<file path="config.mk">
export PLATFORM = sky130hd
export DESIGN_NAME = serial_addsub
export DESIGN_NICKNAME = d
export VERILOG_FILES = /design/src/rtl/serial_addsub.sv
export SDC_FILE = /design/constraint.sdc
export NUM_CORES = 1
export LEC_CHECK = 0
export CAP_MARGIN = 10
export CORE_ASPECT_RATIO = 0.5
export CORE_MARGIN = 8
export CORE_UTILIZATION = 47
export DETAILED_ROUTE_END_ITERATION = 7
export GPL_ROUTABILITY_DRIVEN = 0
export PLACE_DENSITY = 0.86
export SYNTH_ARGS = -nofsm -noshare
export SYNTH_HDL_FRONTEND = slang
export SYNTH_SLANG_ARGS = --single-unit
</file>
<file path="constraint.sdc">
create_clock -name clk -period 1.5 [get_ports clk]
set_input_delay 0.45 -clock clk [delete_from_list [all_inputs] [get_ports clk]]
set_output_delay 0.45 -clock clk [all_outputs]
set_load 0.005 [all_outputs]
</file>
<file path="src/rtl/serial_addsub.sv">
// Multi-cycle adder/subtractor: DIGIT_BITS result bits per clock through one
// shared slice, carry held in a flip-flop between digits.
module serial_addsub #(
  parameter int WIDTH      = 8,
  parameter int DIGIT_BITS = 1
) (
  input  logic             clk,
  input  logic             rst,
  input  logic             start,
  input  logic [WIDTH-1:0] a,
  input  logic [WIDTH-1:0] b,
  input  logic             cin,
  input  logic             sub,
  output logic             busy,
  output logic             done,
  output logic [WIDTH-1:0] sum,
  output logic             carry,
  output logic             overflow
);
  localparam int STEPS = WIDTH / DIGIT_BITS;
  localparam int CW    = $clog2(STEPS + 1);

  typedef enum logic [1:0] {IDLE, RUN, DONE} state_t;

  state_t                state_q, state_d;
  logic [WIDTH-1:0]      opa_q, opa_d, opb_q, opb_d, res_q, res_d;
  logic [WIDTH-1:0]      sum_q, sum_d;
  logic                  c_q, c_d, msba_q, msba_d, msbb_q, msbb_d;
  logic                  carry_q, carry_d, ovf_q, ovf_d;
  logic [CW-1:0]         cnt_q, cnt_d;
  logic [DIGIT_BITS:0]   digit_sum;
  logic [WIDTH-1:0]      res_shift, opb_in;
  logic                  accept, last;

  assign accept = start && (state_q != RUN);
  assign last   = (state_q == RUN) && (cnt_q == CW'(STEPS - 1));
  assign opb_in = sub ? ~b : b;

  always_ff @(posedge clk or posedge rst) begin
    if (rst) state_q <= IDLE;
    else     state_q <= state_d;
  end

  always_comb begin
    state_d = state_q;
    case (state_q)
      IDLE:    if (start) state_d = RUN;
      RUN:     if (last)  state_d = DONE;
      DONE:    state_d = start ? RUN : IDLE;
      default: state_d = IDLE;
    endcase
  end

  always_comb begin
    busy = (state_q == RUN);
    done = (state_q == DONE);
  end

  // Low digit of each operand plus carry; new digit enters the result MSB end.
  assign digit_sum = {1'b0, opa_q[DIGIT_BITS-1:0]} + {1'b0, opb_q[DIGIT_BITS-1:0]}
                   + {{DIGIT_BITS{1'b0}}, c_q};
  assign res_shift = (res_q >> DIGIT_BITS)
                   | (WIDTH'(digit_sum[DIGIT_BITS-1:0]) << (WIDTH - DIGIT_BITS));

  always_comb begin
    opa_d   = opa_q;
    opb_d   = opb_q;
    res_d   = res_q;
    c_d     = c_q;
    msba_d  = msba_q;
    msbb_d  = msbb_q;
    cnt_d   = cnt_q;
    sum_d   = sum_q;
    carry_d = carry_q;
    ovf_d   = ovf_q;
    if (accept) begin
      opa_d  = a;
      opb_d  = opb_in;
      c_d    = sub ? 1'b1 : cin;
      msba_d = a[WIDTH-1];
      msbb_d = opb_in[WIDTH-1];
      cnt_d  = '0;
      res_d  = '0;
    end else if (state_q == RUN) begin
      opa_d = opa_q >> DIGIT_BITS;
      opb_d = opb_q >> DIGIT_BITS;
      c_d   = digit_sum[DIGIT_BITS];
      res_d = res_shift;
      cnt_d = cnt_q + 1'b1;
      if (last) begin
        sum_d   = res_shift;
        carry_d = digit_sum[DIGIT_BITS];
        ovf_d   = (msba_q == msbb_q) && (res_shift[WIDTH-1] != msba_q);
      end
    end
  end

  always_ff @(posedge clk or posedge rst) begin
    if (rst) begin
      opa_q   <= '0;
      opb_q   <= '0;
      res_q   <= '0;
      c_q     <= 1'b0;
      msba_q  <= 1'b0;
      msbb_q  <= 1'b0;
      cnt_q   <= '0;
      sum_q   <= '0;
      carry_q <= 1'b0;
      ovf_q   <= 1'b0;
    end else begin
      opa_q   <= opa_d;
      opb_q   <= opb_d;
      res_q   <= res_d;
      c_q     <= c_d;
      msba_q  <= msba_d;
      msbb_q  <= msbb_d;
      cnt_q   <= cnt_d;
      sum_q   <= sum_d;
      carry_q <= carry_d;
      ovf_q   <= ovf_d;
    end
  end

  assign sum      = sum_q;
  assign carry    = carry_q;
  assign overflow = ovf_q;
endmodule
</file>
## Word-level counts from Yosys, hierarchy flattened

Index checks and enable logic that the tools add are counted.

| word-level totals | value |
|---|---|
| bits in registers | 43 |
| output and inout bits | 12 |
| word-level logic and storage cells | 48 |

| operators by class | value |
|---|---|
| $add $sub $neg | 3 |
| multiplexer cells | 16 |
| bitwise operators | 3 |
| eq/ne operators | 8 |
| reduce and logical (&&, ||, !) cells | 7 |

Operator list:

| cell | count |
|---|---|
| $mux W8 | 7 |
| $mux W4 | 2 |
| $not A8 Y8 | 1 |
| $or A7 B8 Y8 | 1 |
| $pmux W2 S3 | 1 |
| $add A4 B1 Y4 const B | 1 |
| $eq A4 B3 Y1 const B | 1 |
| $mux W1 | 4 |
| $mux W2 | 2 |
| $ne A2 B1 Y1 const B | 2 |
| $logic_and A1 B1 Y1 | 3 |
| $reduce_and A3 Y1 | 1 |
| $add A1 B1 Y2 | 1 |
| $add A2 B1 Y2 | 1 |
| $eq A2 B1 Y1 const B | 1 |
| $eq A2 B2 Y1 const B | 1 |
| $logic_not A2 Y1 | 1 |
| $ne A2 B2 Y1 const B | 1 |
| $reduce_and A2 Y1 | 1 |
| $reduce_bool A2 Y1 | 1 |
| $eq A1 B1 Y1 | 1 |
| $ne A1 B1 Y1 | 1 |
| $not A1 Y1 | 1 |

## Depth between registers and ports, before layout

Gate-level depths: netlist of the first run.

| logic depth | value |
|---|---|
| depth after elaboration | 5 |
| depth in mapped cells | 6 |
| depth with buffers taken out | 5 |

## Worst setup path after synthesis of the first run

OpenSTA, ideal clock, no wires.

| timing | value |
|---|---|
| path kind | register to register |
| start point | reg opa_q[0] |
| end point | reg ovf_q (netlist: overflow) |
| period minus slack after synthesis | 1448 ps |
| setup slack | 52 ps |
| path buffers | 0 |
| data required time | 1375 ps |
| cell stages (with the launch flop) | 6 |
| data arrival time | 1323 ps |
| cell sequence | dfrtp_1 inv_1 fa_1 or3_1 nand2_1 mux2_4 |

| between the ends | value |
|---|---|
| word-level cells in the longest chain between the ends | 5 |

Ends and longest elaborated chain:

| element | RTL line | source |
|---|---|---|
| start: declaration | 26 | `logic [WIDTH-1:0] opa_q, opa_d, opb_q, opb_d, res_q, res_d;` |
| start signal: assignment | 111 | `opa_q <= opa_d;` |
| $add A1 B1 Y2 | 60 | `assign digit_sum = {1'b0, opa_q[DIGIT_BITS-1:0]} + {1'b0, opb_q[DIGIT_BITS-1:0]}` |
| $add A2 B1 Y2 | 61 | `+ {{DIGIT_BITS{1'b0}}, c_q};` |
| $or A7 B8 Y8 | 63 | `\| (WIDTH'(digit_sum[DIGIT_BITS-1:0]) << (WIDTH - DIGIT_BITS));` |
| $ne A1 B1 Y1 | 93 | `ovf_d = (msba_q == msbb_q) && (res_shift[WIDTH-1] != msba_q);` |
| $logic_and A1 B1 Y1 | 93 |  |
| end signal: assignment | 120 | `ovf_q <= ovf_d;` |
| end: declaration | 29 | `logic carry_q, carry_d, ovf_q, ovf_d;` |

Every way passes these cells.
A chain may end at the register's enable or synchronous reset.

## Worst setup path in the final report of the first run

| timing | value |
|---|---|
| start point | reg c_q |
| end point | reg ovf_q (netlist: overflow) |

| between the ends | value |
|---|---|
| word-level cells in the longest chain between the ends | 4 |

Ends and longest elaborated chain:

| element | RTL line | source |
|---|---|---|
| start: declaration | 28 | `logic c_q, c_d, msba_q, msba_d, msbb_q, msbb_d;` |
| start signal: assignment | 103 | `c_q <= 1'b0;` |
| start signal: assignment | 114 | `c_q <= c_d;` |
| $add A2 B1 Y2 | 61 |  |
| $or A7 B8 Y8 | 63 |  |
| $ne A1 B1 Y1 | 93 |  |
| $logic_and A1 B1 Y1 | 93 |  |

Every way passes these cells.

==> impl_metrics.yaml, run 1 <==
run_status:
  outcome: "finished, violations left"
  violations: "setup timing"
cells_and_area:
  layout-drive-gt1-share: 0.215
  layout_common_cells: "dfrtp_1 (42), nand2_1 (31), o21ai_0 (28)"
  diodes: 0
  fin_area_um2: 2610
  nets: 251
  area_growth_pct: 32.8
  utilization: 0.658
  layout_commonest_cell: "dfrtp_1"
  fill_cells: 282
floorplan:
  dieArea_um2: 6630
  core_um2: 3960
  dieHeight_um: 61.7
  start_util: 0.495
  die_w_um: 107
  row_count: 16
  ios: 33
critical_path:
  end_kind: "flip-flop"
  cp.arrival_ns: 1.90
  crit_required_ns: 1.73
  critPathKind: "reg2reg"
  startpoint_type: "flip-flop"
  crit_fanout: 4
power:
  ir_drop_uv: 755
  p_leak_uw: 0.00123
  powerDensity_nw_per_um2: 1860
  total_power_uw: 4850
clocking:
  hold_buffers: 0
  cts_buffers: 5
  root_buffer: "clkbuf_8"
  cts.sinks: 42
  clkTransAtPathRegs_ns: 0.08
  h-tree-depth: 2
  clk_latency_ns: 0.30
  cts_max_path_buffers: 2
  cts_tree: "built"
place:
  dpl_cell_area_um2: 2400
  port_buffers: 32
  hpwl_mm: 2.81
global_route:
  overflow: 0
  grt_max_degree: 50
  antenna_found_initial: 0
  grt_pass1_wl_mm: 6.57
  grt_pass1_vias: 1451
  track_usage: 0.126
detailed_routing:
  drt_iter0_markers: 62
  wirelength_mm: 4.51
  route.detailed.drc: 0
  drt_first_pass_iters: 4
  via_per_inst: 5.23
  ant_nets: 0
  vias: 1475
  wl_per_cell_um: 16.0
sta:
  clock.fmax_ghz: 0.599
  whs_ns: 0.490
  fin_skew_ns: 0.0132
  hold_viol_final: 0
  rsz0062_at_grt: "true"
  slew_headroom: 0.825
  post-route-period-util: 1.11
  worstMarginPinSlew_ns: 0.259
  fin_crit_ns: 1.67
  finalSetupViolations: 11
  setup_slack_ns: -0.169
  slew_violations: 0
yosys:
  synthTopCellsByArea: "dfrtp_1 (54%), mux2i_1 (9.2%), o21ai_0 (7.1%), nand2_1 (5.9%), mux2_4 (5.4%)"
  synth_top_cell_area_share: 0.535
  postSynthCellCount: 178
  ys_seq_area_frac: 0.535
  ys_types: 28
  syn_nets: 201
  ys_ff_latch: 42
  avgSynthCellArea_um2: 11.0
  syn-cell-area_um2: 1960
  yosys_warnings: 0
  synth_top_area_cell: "dfrtp_1"
run:
  drv_cap: 0
hold_path:
  min_path_type: "reg2reg"
## synth_stat cells
library cell and instances:
or3_1 1, a21oi_1 1, nor3_4 1, clkbuf_1 1, mux2_2 2, ha_1 1
o311ai_0 1, mux2_4 7, o21ai_0 28, mux2i_1 18, nand3_1 5, xnor2_1 1
buf_4 3, or2_2 1, nand2_1 31, o22a_1 1, a31oi_1 2, nor2_1 3
nand2b_4 1, xor2_1 7, dfrtp_1 42, buf_12 1, a211oi_1 1, nand2_2 1
inv_1 8, fa_1 1, nor2b_1 1, buf_2 7
## stage by stage
| step | setup WS, ns | TNS [ns] | instances |
|---|---|---|---|
| after floorplan | 0.0515 | 0 | 178 |
| after global placement | -0.146 | -2.53 | 266 |
| after detailed placement | -0.229 | -3.79 | 266 |
| after CTS | -0.0860 | -0.182 | 279 |
| after global routing | -0.185 | -0.786 | 282 |
| final | -0.169 | -0.429 | 282 |
## layer usage
layer / global-route usage / vias to the layer above / routed length (um)
met5: 0 / - / 0
met4: 0.0469 / 0 / 124
met3: 0.0350 / 12 / 188
met2: 0.229 / 39 / 2350
met1: 0.143 / 734 / 1850
li1: - / 690 / -
## logic make-up after synthesis
family          synth area share
buf+inv                   0.0567
mux                        0.157
compound gates            0.0931
simple gates               0.106
flops                      0.535
fa+ha+maj                 0.0166
xor+xnor                  0.0357
## repair_timing
action                                  4_1_cts  5_1_grt
pin swaps                                     1        0
endpoints found under the setup margin       14       16
buffers inserted                              6        3
endpoints found under the hold margin         0        0
gates resized for setup                      17       18
## report_power, final
group	leakage, uW	switching [uW]	internal [uW]
clock	0.0000573	388	533
sequential	0.000527	334	1630
combinational	0.000644	926	1040
## path summary, 6_finish.rpt
kind	startpoint	end	slack (ns)	cells after the start
max reg2reg	c_q	overflow	-0.17	5
min	opb_q[3]	opb_q[2]	0.49	2
max	c_q	overflow	-0.17	5
min in group asynchronous	rst	opa_q[6]	0.50	3
min reg2reg	opb_q[3]	opb_q[2]	0.49	2
max in group asynchronous	rst	sum[4]	0.79	3
## sequential cells by signal, summed over array words and instances, names as in the netlist, 2 cells and up
register,cells
opa_q,8
opb_q,8
res_q,7
cnt_q,4
state_q,2
sum,8
## final cells by class
class	count	area [um2]	area share
multi-input combinational	116	811	0.311
timing repair buffer	55	533	0.204
inverter	8	32.5	0.0125
sequential	42	1050	0.403
clock inverter	1	30.0	0.0115
clock buffer	6	82.6	0.0317
tap	54	67.6	0.0259
## critical path: stages (launching register included)
cell and delay (ns):
dfrtp_1 0.38, inv_2 0.05, fa_1 0.53, or3_1 0.38, nand2_1 0.13, mux2_4 0.14
(Power assumes the default switching activity.)
==> run 2: changes to the inputs <==
- CORE_ASPECT_RATIO: 0.5 -> not set
==> run 2 against run 1 <==
  * The flow still finishes with violations (setup timing)
  * Combinational power is 2% lower
  * Fmax rose by 11%
  * Design area is 0.14% higher
  * Hold slack got worse by 0.0019 ns
  * Clock-buffer cell count is 1 higher
  * Critical path depth fell by 1
  * Global-route usage increased by 0.10 points
  * Total power shrank 5.3%
  * First-iteration DRC count decreased by 37%
  * Clock skew down 0.0082 ns
==> impl_metrics.yaml, run 2 (synthesis gave the netlist of run 1 again) <==
global_route:
  antenna_found_initial: 0
  grt_max_degree: 43
  overflow: 0
  grt_pass1_wl_mm: 6.42
  grt_pass1_vias: 1484
  track_usage: 0.127
floorplan:
  ios: 33
  dieHeight_um: 80.6
  dieArea_um2: 6500
  row_count: 23
  start_util: 0.491
  die_w_um: 80.6
  core_um2: 4000
clocking:
  hold_buffers: 0
  cts_max_path_buffers: 2
  clk_latency_ns: 0.29
  cts_buffers: 5
  root_buffer: "clkbuf_8"
  cts_tree: "built"
  h-tree-depth: 2
  cts.sinks: 42
  clkTransAtPathRegs_ns: 0.08
sta:
  whs_ns: 0.489
  setup_slack_ns: -0.00761
  slew_headroom: 0.818
  hold_viol_final: 0
  clock.fmax_ghz: 0.663
  post-route-period-util: 1.01
  worstMarginPinSlew_ns: 0.270
  rsz0062_at_grt: "true"
  finalSetupViolations: 1
  fin_skew_ns: 0.00497
  slew_violations: 0
  fin_crit_ns: 1.51
detailed_routing:
  drt_iter0_markers: 39
  ant_nets: 0
  vias: 1436
  wirelength_mm: 3.82
  wl_per_cell_um: 13.4
  via_per_inst: 5.04
  route.detailed.drc: 0
  drt_first_pass_iters: 4
critical_path:
  crit_buf_inv: 3
  crit_required_ns: 1.05
  critPathKind: "reg2out"
  crit_fanout: 2
  cp_cell_sequence: "buf_6, nand2b_4, inv_1, clkbuf_2"
  critPathTopFamily: "flip-flops"
  startpoint_type: "flip-flop"
  slowest_delay_ns: 0.39
  critical-path-slowest-cell: "dfrtp_1"
  cp.arrival_ns: 1.06
  end_kind: "output pin"
cells_and_area:
  layout_common_cells: "dfrtp_1 (42), nand2_1 (31), o21ai_0 (28)"
  diodes: 0
  utilization: 0.653
  stdcell_count: 285
  area_growth_pct: 33.0
  nets: 257
  layout-drive-gt1-share: 0.226
  layout_commonest_cell: "dfrtp_1"
power:
  powerDensity_nw_per_um2: 1760
  pwr-share-clk: 0.161
  p_sw_frac: 0.329
  total_power_uw: 4590
  seqPwrFrac: 0.420
  ir_drop_uv: 871
  intPower_uw: 3080
  p_sw_uw: 1510
  pwr-share-comb: 0.419
  p_leak_uw: 0.00124
place:
  port_buffers: 32
  place_inst: 265
  hpwl_mm: 2.67
run:
  drv_cap: 0
hold_path:
  min_path_type: "reg2reg"
run_status:
  violations: "setup timing"
  outcome: "finished, violations left"
run 2: per-layer routing:
metal	global-route usage	share of wire
met2	0.206	0.48
met1	0.145	0.44
met3	0.0502	0.060
met5	0	0
met4	0.0545	0.020
run 2: timing repair:
| action | in CTS | in global routing |
|---|---|---|
| setup buffers | 7 | 5 |
| resized for setup | 14 | 10 |
| pin swaps | 0 | 2 |
| endpoints found under the setup margin | 13 | 25 |
| cloned | 0 | 0 |
run 2: path summary, 6_finish.rpt:
check / startpoint / endpoint / slack (ns) / depth (start not counted)
setup / recovery: state_q[0] / busy / -0.008 / 4
min in group asynchronous: rst / sum[4] / 0.51 / 3
setup reg to reg: opa_q[0] / overflow / 0.01 / 5
hold / removal: opb_q[3] / opb_q[2] / 0.49 / 2
hold reg to reg: opb_q[3] / opb_q[2] / 0.49 / 2
max in group asynchronous: rst / opb_q[7] / 0.78 / 3
run 2: cell type report:
class                   count  area, um2
repair buffers             61        572
well taps                  50       62.6
multi-input cells         116        805
clock inverters             1       5.00
fillers                   329       1390
inverters                   8       30.0
clock buffers               7       86.3
flip-flops and latches     42       1050
run 2: metrics by stage:
stage	setup WS (ns)	cell area, um2	setup TNS [ns]
after detailed placement	-0.226	2430	-3.89
after CTS	-0.105	2560	-0.105
after global routing	-0.0782	2610	-0.377
final	-0.00761	2610	-0.00761
after global placement	-0.153	2430	-2.48
after floorplan	0.0515	1960	0
run 2: power by group through the flow:
stage                     clock (uW)  sequential (uW)  combinational (uW)
after floorplan                    0             1910                1080
after detailed placement           0             1970                1770
final                            740             1930                1920
after CTS                        765             1920                1820
after global routing             806             2000                2150
after global placement             0             1940                1690
run 2: worst register-to-register path, cell delays in order (launching register included):
cell and delay, ns:
dfrtp_1 0.37, inv_2 0.05, fa_1 0.56, or3_1 0.11, nand2_1 0.05, mux2_4 0.25
==> run 3: changes to the inputs <==
- CAP_MARGIN: 10 -> 20
- CORE_UTILIZATION: 47 -> 52
- GPL_ROUTABILITY_DRIVEN: 0 -> not set
- PLACE_DENSITY: 0.86 -> 0.89
- clock period: 1.5 -> 1.6 ns (I/O delays scaled with it)
==> run 3 against run 2 <==
  * Total power down 11%
  * Sequential power shrank 6%
  * Register-to-register slack gained 0.07 ns
  * Utilization is 4.2 points higher
  * First-iteration DRC count is 44% higher
  * Die area decreased by 7.7%
  * Hold slack gained 0.0017 ns
  * The flow now finishes without violations
  * Combinational power fell by 15%
  * Wire length fell by 2.3%
  * Clock skew shrank 0.0019 ns
  * Clock-buffer cell count is 1 lower
  * Critical path depth is the same
==> impl_metrics.yaml, run 3 (synthesis gave the netlist of run 1 again) <==
power:
  ir_drop_uv: 675
  p_leak_uw: 0.00119
  total_power_uw: 4100
  powerDensity_nw_per_um2: 1630
hold_path:
  hold-path-cell-count: 2
  min_path_type: "reg2reg"
  min_to: "opa_q[0]"
  hold_path.startpoint: "opa_q[1]"
critical_path:
  startpoint_type: "flip-flop"
  critPathTopFamily: "flip-flops"
  cp_cell_sequence: "buf_4, nand2b_4, inv_1, clkbuf_2"
  crit_fanout: 2
  crit_buf_inv: 3
  critPathKind: "reg2out"
  end_kind: "output pin"
  r2r.worst_path.cells: 6
  rrSetupSlack_ns: 0.08
  cp.arrival_ns: 1.05
  critical-path-slowest-cell: "dfrtp_1"
  slowest_delay_ns: 0.38
  crit-reg2reg-launch: "state_q[0]"
  crit_required_ns: 1.12
  r2r-end: "sum[2]"
detailed_routing:
  wl_per_cell_um: 13.7
  wirelength_mm: 3.73
  drt_iter0_markers: 56
  drt_first_pass_iters: 4
  route.detailed.drc: 0
  ant_nets: 0
  via_per_inst: 5.17
  vias: 1411
cells_and_area:
  multi_input_area_um2: 801
  utilization: 0.695
  area_growth_pct: 28.6
  layout_commonest_cell: "dfrtp_1"
  fill_cells: 291
  layout_common_cells: "dfrtp_1 (42), nand2_1 (31), o21ai_0 (28)"
  diodes: 0
  nets: 249
  layout-drive-gt1-share: 0.182
  fin_area_um2: 2520
  ff_latch_area_um2: 1050
floorplan:
  die_w_um: 77.4
  row_count: 22
  dieHeight_um: 77.4
  dieArea_um2: 6000
  core_um2: 3630
  start_util: 0.540
  ios: 33
sta:
  finalSetupViolations: 0
  slew_violations: 0
  worstMarginPinSlew_ns: 0.297
  whs_ns: 0.490
  hold_viol_final: 0
  clock.fmax_ghz: 0.653
  post-route-period-util: 0.957
  rsz0062_at_grt: "false"
  slew_headroom: 0.799
  fin_skew_ns: 0.00308
  fin_crit_ns: 1.53
  fin_setup_tns_ns: 0
place:
  hpwl_mm: 2.66
  gp_congestion: 0.751
  dpl_cell_area_um2: 2380
  port_buffers: 32
global_route:
  antenna_found_initial: 0
  track_usage: 0.134
  grt_max_degree: 50
  grt_pass1_vias: 1490
  grt_pass1_wl_mm: 6.65
  overflow: 0
clocking:
  root_buffer: "clkbuf_8"
  cts.sinks: 42
  h-tree-depth: 2
  clk_latency_ns: 0.29
  cts_tree: "built"
  cts_buffers: 5
  clkTransAtPathRegs_ns: 0.07
  cts_max_path_buffers: 2
  hold_buffers: 0
run:
  drv_cap: 0
run_status:
  outcome: "finished clean"
-- run 3: cell count changes in the layout (fill, tap and decap cells not counted), sizes merged --
| cell | change |
|---|---|
| dlygate4sd2 | +1 |
| clkbuf | -2 |
| buf | -8 |
| clkinv | -1 |
-- run 3: how the worst max path moves through the flow --
stage                from        to  slack [ns]  depth (start not counted)
2_1_floorplan         rst       c_q        0.15                          1
3_3_place_gp        start  opb_q[2]       -0.06                          4
3_5_place_dp        start       c_q       -0.15                          4
4_1_cts        state_q[0]      busy       -0.01                          4
5_1_grt          opa_q[0]  overflow        0.01                          5
6_report       state_q[0]      busy        0.07                          4
-- run 3: area by class of cell --
type                       count  share of cell area
sequential                    42               0.416
multi-input combinational    116               0.317
timing repair buffer          53               0.198
clock buffer                   6              0.0327
tap                           48              0.0238
inverter                       8              0.0119
-- run 3: metrics by stage --
stage / setup slack, ns / std cells
after detailed placement: -0.154 / 259
after global placement: -0.0626 / 259
final: 0.0687 / 273
after global routing: 0.0128 / 273
after CTS: -0.0104 / 272
after floorplan: 0.146 / 178
-- run 3: tightest hold or removal path, cell delays in order (launching register included) --
cell and delay [ns]:
dfrtp_1 0.35, nand2_1 0.05, o21ai_0 0.06
-- run 3: power by group --
group | total (uW) | switching [uW] | internal, uW
registers | 1820 | 290 | 1530
clock network | 655 | 322 | 332
logic | 1630 | 751 | 881
-- run 3: per-layer routing --
metal | vias to the layer above | track usage | wire (um)
li1 | 693 | - | -
met1 | 676 | 0.159 | 1680
met2 | 35 | 0.217 | 1790
met3 | 7 | 0.0438 | 204
met4 | 0 | 0.0585 | 59
met5 | - | 0 | 0
-- run 3: repair_timing --
item	in CTS	in global routing
pin swaps	0	1
endpoints found under the hold margin	0	0
endpoints found under the setup margin	12	3
buffers inserted	7	1
gates resized for setup	13	6
gates cloned	0	0
